[src/rtl/nco_pedal_pkg.sv]
// Shared types and defaults for the NCO pedal blocks (tremolo, auto-pan).
package nco_pedal_pkg;
  localparam int MPR_DEF = 26;
  localparam int ADW_DEF = 24;
  localparam int DW_DEF  = 8;
  localparam int GW      = 17;
  localparam logic [GW-1:0] GAIN_UNITY = 17'h10000;

  typedef enum logic [1:0] {
    WAIT_LFO = 2'd0,
    RUN      = 2'd1,
    PEND     = 2'd2
  } trem_state_t;
endpackage

[src/rtl/tremolo_gain_calc.sv]
// Combinational LFO/depth to unipolar gain (257..65536, unity = 65536).
module tremolo_gain_calc
  import nco_pedal_pkg::*;
#(
  parameter int DW = DW_DEF
) (
  input  logic [15:0]   lfo_msb,
  input  logic [DW-1:0] depth,
  input  logic          unity,
  output logic [GW-1:0] gain
);
  logic [15:0]    u;
  logic [15:0]    span;
  logic [DW+15:0] scaled;

  always_comb begin
    u      = lfo_msb ^ 16'h8000;
    span   = 16'hFFFF - u;
    scaled = {16'b0, depth} * {{DW{1'b0}}, span};
    gain   = unity ? GAIN_UNITY : (GAIN_UNITY - {1'b0, scaled[DW+15:DW]});
  end
endmodule

[src/rtl/nco_tremolo_mod.sv]
// Tremolo: NCO sine -> gain applied to a valid/ready audio stream, 2-stage pipeline.
// Define TREMOLO_ROUND_EN for round-half-up with saturation instead of floor.
module nco_tremolo_mod
  import nco_pedal_pkg::*;
#(
  parameter int MPR = MPR_DEF,
  parameter int ADW = ADW_DEF,
  parameter int DW  = DW_DEF
) (
  input  logic                  clk,
  input  logic                  reset_n,
  input  logic                  clken,
  input  logic signed [MPR-1:0] lfo_i,
  input  logic                  lfo_valid_i,
  input  logic [DW-1:0]         depth_i,
  input  logic signed [ADW-1:0] s_data_i,
  input  logic                  s_valid_i,
  output logic                  s_ready_o,
  output logic signed [ADW-1:0] m_data_o,
  output logic                  m_valid_o,
  input  logic                  m_ready_i,
  output logic [1:0]            state_o
);
  logic signed [MPR-1:0] lfo_q;
  logic [DW-1:0]         depth_act;
  trem_state_t           state;
  logic                  adv;
  logic [GW-1:0]         g_now;
  logic signed [ADW-1:0] data_p1;
  logic [GW-1:0]         g_p1;
  logic                  vld_p1;
  logic signed [ADW+17:0] prod_p1;
  logic                  lfo_lsb_unused;

`ifdef TREMOLO_ROUND_EN
  localparam logic signed [ADW+18:0] SAT_MAX = {{20{1'b0}}, {(ADW-1){1'b1}}};
  localparam logic signed [ADW+18:0] SAT_MIN = {{20{1'b1}}, {(ADW-1){1'b0}}};

  function automatic logic signed [ADW-1:0] scale_out(input logic signed [ADW+17:0] p);
    logic signed [ADW+18:0] r;
    r = ((ADW+19)'(p) + (ADW+19)'(32768)) >>> 16;
    if (r > SAT_MAX)      return {1'b0, {(ADW-1){1'b1}}};
    else if (r < SAT_MIN) return {1'b1, {(ADW-1){1'b0}}};
    else                  return ADW'(r);
  endfunction
`else
  function automatic logic signed [ADW-1:0] scale_out(input logic signed [ADW+17:0] p);
    return ADW'(p >>> 16);
  endfunction
`endif

  assign adv            = clken && (!m_valid_o || m_ready_i);
  assign s_ready_o      = adv && reset_n;
  assign state_o        = state;
  assign lfo_lsb_unused = ^lfo_q[MPR-17:0];

  tremolo_gain_calc #(.DW(DW)) u_gain (
    .lfo_msb (lfo_q[MPR-1 -: 16]),
    .depth   (depth_act),
    .unity   (state == WAIT_LFO),
    .gain    (g_now)
  );

  // Depth changes are held back until the LFO crosses upward through zero.
  always_ff @(posedge clk or negedge reset_n) begin
    if (!reset_n) begin
      lfo_q     <= '0;
      depth_act <= '0;
      state     <= WAIT_LFO;
    end else if (clken) begin
      if (lfo_valid_i) lfo_q <= lfo_i;
      case (state)
        WAIT_LFO: if (lfo_valid_i) begin
          depth_act <= depth_i;
          state     <= RUN;
        end
        RUN: if (depth_i != depth_act) state <= PEND;
        PEND: begin
          if (lfo_valid_i && lfo_q[MPR-1] && !lfo_i[MPR-1]) begin
            depth_act <= depth_i;
            state     <= RUN;
          end else if (depth_i == depth_act) begin
            state <= RUN;
          end
        end
        default: state <= WAIT_LFO;
      endcase
    end
  end

  assign prod_p1 = (ADW+18)'(data_p1) * (ADW+18)'($signed({1'b0, g_p1}));

  always_ff @(posedge clk or negedge reset_n) begin
    if (!reset_n) begin
      data_p1   <= '0;
      g_p1      <= GAIN_UNITY;
      vld_p1    <= 1'b0;
      m_data_o  <= '0;
      m_valid_o <= 1'b0;
    end else if (adv) begin
      // stage 1: capture sample with the gain of the current LFO value
      data_p1   <= s_data_i;
      g_p1      <= g_now;
      vld_p1    <= s_valid_i;
      // stage 2: scale and present downstream
      m_data_o  <= scale_out(prod_p1);
      m_valid_o <= vld_p1;
    end
  end
endmodule

[config.mk]
export PLATFORM = sky130hd
export DESIGN_NAME = nco_tremolo_mod
export DESIGN_NICKNAME = d
export VERILOG_FILES = /design/src/rtl/nco_pedal_pkg.sv /design/src/rtl/tremolo_gain_calc.sv /design/src/rtl/nco_tremolo_mod.sv
export SDC_FILE = /design/constraint.sdc
export NUM_CORES = 1
export LEC_CHECK = 0
export CORE_MARGIN = 2
export CORE_UTILIZATION = 63
export CTS_BUF_LIST = sky130_fd_sc_hd__clkbuf_2 sky130_fd_sc_hd__clkbuf_4 sky130_fd_sc_hd__clkbuf_8
export DETAILED_ROUTE_END_ITERATION = 8
export GPL_TIMING_DRIVEN = 0
export MAX_ROUTING_LAYER = met4
export PLACE_DENSITY = 0.92
export SLEW_MARGIN = 15
export SYNTH_ARGS = -nofsm -noshare
export SYNTH_HDL_FRONTEND = slang
export SYNTH_HIERARCHICAL = 1
export SYNTH_SLANG_ARGS = --single-unit
[constraint.sdc]
create_clock -name clk -period 16.2 [get_ports clk]
set_input_delay 4.05 -clock clk [delete_from_list [all_inputs] [get_ports clk]]
set_output_delay 4.05 -clock clk [all_outputs]
set_load 0.02 [all_outputs]
==> flow_summary_export.csv <==
group,metric,value,unit
min_path,min-delay-start,"m_data_o[5]",
logic_synthesis,synth_area,22420,um^2
sta,relSlewSlack,28.66,%
sta,setup_violations,0,
sta,rsz0062_at_grt,"false",
grt,grt_pass1_vias,19040,
logic_synthesis,syn-num-nets,3142,
min_path,hold_class,"flop to flop",
floorplanning,die_area,37110,um^2
grt,overflow,0,
worst_setup_path,cp.required,12.15,ns
cells_and_area,diodes,0,
worst_setup_path,critical_path.endpoint_type,"primary output",
sta,tns,0,ns
route,first_pass_iters,5,
route,vias,17430,
route,drtIter0Drc,1334,
sta,drv_slew,0,
floorplanning,rows,69,
clock_network,insertion_delay,0.44,ns
floorplanning,pin_count,92,
grt,grt_usage,37.56,%
clock_network,cts_setup_buffers,0,
min_path,holdPathEnd,"m_data_o[5]",
clock_network,cts_sinks,93,
sta,setup_ws,5.369,ns
place,post-dp-hpwl,51180,um
worst_setup_path,cp-start-kind,"input port",
clock_network,cts_tree,"yes",
clock_network,clock_path_buffers,2,
sta,tightest_slew,1.070,ns
logic_synthesis,ys_seq_elements,93,
sta,fin_crit_sh,66.86,%
cells_and_area,final_cells,3031,
sta,fmax,0.09233,GHz
clock_network,hold_buffers,0,
clock_network,cts_resized,0,
logic_synthesis,avgSynthCellArea,9.070,um^2
cells_and_area,drive_above_1_share,3.774,%
floorplanning,initial_core_util,63.50,%
route,ant_nets,0,
floorplanning,fp.dieH,192.6,um
place,io_buffers,81,
clock_network,cts_root_buf,"clkbuf_8",
worst_setup_path,critPathKind,"input port to primary output",
grt,grt_antenna_before_repair,0,
place,dpl.cell_count,3015,
worst_setup_path,r2r-end,"m_data_o[21]",
logic_synthesis,synth_top_area_cell,"fa_1",
place,pre_cts_slack,5.455,ns
logic_synthesis,async_reset_ff_share,100.0,%
clock_network,clk_pin_slew,0.10,ns
clock_network,cts_made_buffers,9,
route,routed_via_density,5.750,
place,gp_congestion,1.006,
worst_setup_path,ff2ff_setup_slack,8.49,ns
sta,finalCriticalPeriod,10.83,ns
logic_synthesis,yosysMostFrequentCell,"inv_1",
job,cap_violations,0,
cells_and_area,synthToLayoutAreaGrowth,7.149,%
logic_synthesis,ys.flop_type,"dfrtp_1",
worst_setup_path,reg2regPathDepth,19,
sta,clock_skew,0.02036,ns
clock_network,htreeDepth,3,
worst_setup_path,crit_fanout,10,
logic_synthesis,synth_area_leaders,"fa_1, dfrtp_1, inv_1",
logic_synthesis,synth_common_cells,"inv_1, fa_1, nand2_1",
floorplanning,coreArea,35310,um^2
logic_synthesis,yosysSeqAreaShare,10.39,%
logic_synthesis,ys_warn_count,6,
logic_synthesis,synth_enable_flop_cells,0,
grt,grt_max_degree,82,
floorplanning,die_x,192.6,um
worst_setup_path,rr_startpoint,"g_p1[3]",
grt,grt_pass1_wl,101100,um
cells_and_area,nFillCells,2725,
logic_synthesis,yosysTopAreaCellShare,41.97,%
cells_and_area,nets,3235,
cells_and_area,final_util,68.03,%
route,drt-wirelength-per-cell,20.52,um
min_path,min_path_cells,2,
logic_synthesis,synthCells,2472,
worst_setup_path,cp.arrival,6.78,ns
sta,finalHoldViolations,0,
status,outcome,"complete, no violations",
route,drt_wl_total,62190,um
logic_synthesis,synth.distinct_cells,95,
route,drc,0,
## how the worst max path moves through the flow
| stage | startpoint | to | slack (ns) | depth (start not counted) |
|---|---|---|---|---|
| 6_report | clken | s_ready_o | 5.37 | 6 |
| 5_1_grt | clken | s_ready_o | 5.26 | 6 |
| 4_1_cts | clken | s_ready_o | 5.43 | 6 |
| 3_5_place_dp | clken | s_ready_o | 5.45 | 6 |
| 3_3_place_gp | reset_n | s_ready_o | 3.43 | 3 |
| 2_1_floorplan | clken | s_ready_o | 7.29 | 4 |
## registers in the layout (all words and copies together), names as in the netlist
signal	count
g_p1	17
lfo_q	16
m_data_o	24
vld_p1	1
depth_act	8
m_valid_o	1
state_o	2
data_p1	24
## stage by stage
step | area [um^2] | hold WS [ns]
finish | 24020 | 0.4883
global route | 24020 | 0.5202
CTS | 24020 | 0.4940
detailed placement | 23840 | 0.4702
global placement | 23810 | 0.4598
floorplan | 22420 | 0.4455
## worst max-delay path, cell delays in order
cell and delay, ns:
clkdlybuf4s50_1 0.59, o21a_1 0.16, clkbuf_1 0.56, clkbuf_1 0.59, and2_1 0.22, clkdlybuf4s50_1 0.60
## layout make-up
| cell class | instances | area, um^2 | area share (%) |
|---|---|---|---|
| Multi-Input combinational cell | 1722 | 17590 | 73.22 |
| Tap cell | 461 | 576.8 | 2.401 |
| Inverter | 552 | 2072 | 8.625 |
| Clock inverter | 5 | 41.29 | 0.1719 |
| Sequential cell | 93 | 2328 | 9.693 |
| Clock buffer | 11 | 145.1 | 0.6042 |
| Buffer | 105 | 430.4 | 1.792 |
| Timing Repair Buffer | 82 | 839.6 | 3.495 |
## cells by family (layout without fill, tap and decap cells)
| kind of cell | count (synthesis) | in the layout | share of synthesized area [%] |
|---|---|---|---|
| adder cells (fa/ha/maj) | 606 | 606 | 49.56 |
| XOR/XNOR | 57 | 57 | 2.227 |
| multiplexers | 30 | 30 | 1.490 |
| flip-flops | 93 | 93 | 10.39 |
| AO/OA/AOI/OAI | 181 | 181 | 5.966 |
| AND/OR/NAND/NOR | 848 | 848 | 19.21 |
| buffers and inverters | 657 | 755 | 11.16 |
## per-layer routing
layer | up-vias | track usage, % | wire length (um)
met4 | 0 | 18.97 | 3349
li1 | 7545 | - | -
met3 | 219 | 8.274 | 6055
met2 | 945 | 57.98 | 28830
met5 | - | - | 0
met1 | 8718 | 46.96 | 23960
## placed cells by master (no fill, tap or decap), types with 5 or more instances in the layout
master           instances
o31ai_1                  6
nor4_1                   5
a21oi_1                 39
nand4_1                  8
nand2b_1                29
nor2_1                  34
clkbuf_8                10
fa_1                   470
nor2b_1                 93
nand3_1                 15
and3_1                   6
a21o_1                  13
and2_1                 193
clkbuf_1                95
o21ai_0                 30
xnor2_1                 41
xor2_1                  16
and2b_1                  5
o21ai_1                 13
nand2_1                407
clkdlybuf4s50_1         80
mux2_2                  26
nor3_1                  14
dfrtp_1                 92
o211ai_1                 5
buf_6                    5
inv_1                  552
ha_1                   136
o21a_1                  10
Power is left out: the tool's default activity adds up to more than one toggle a clock period on the data nets, which glitch-free logic cannot reach.
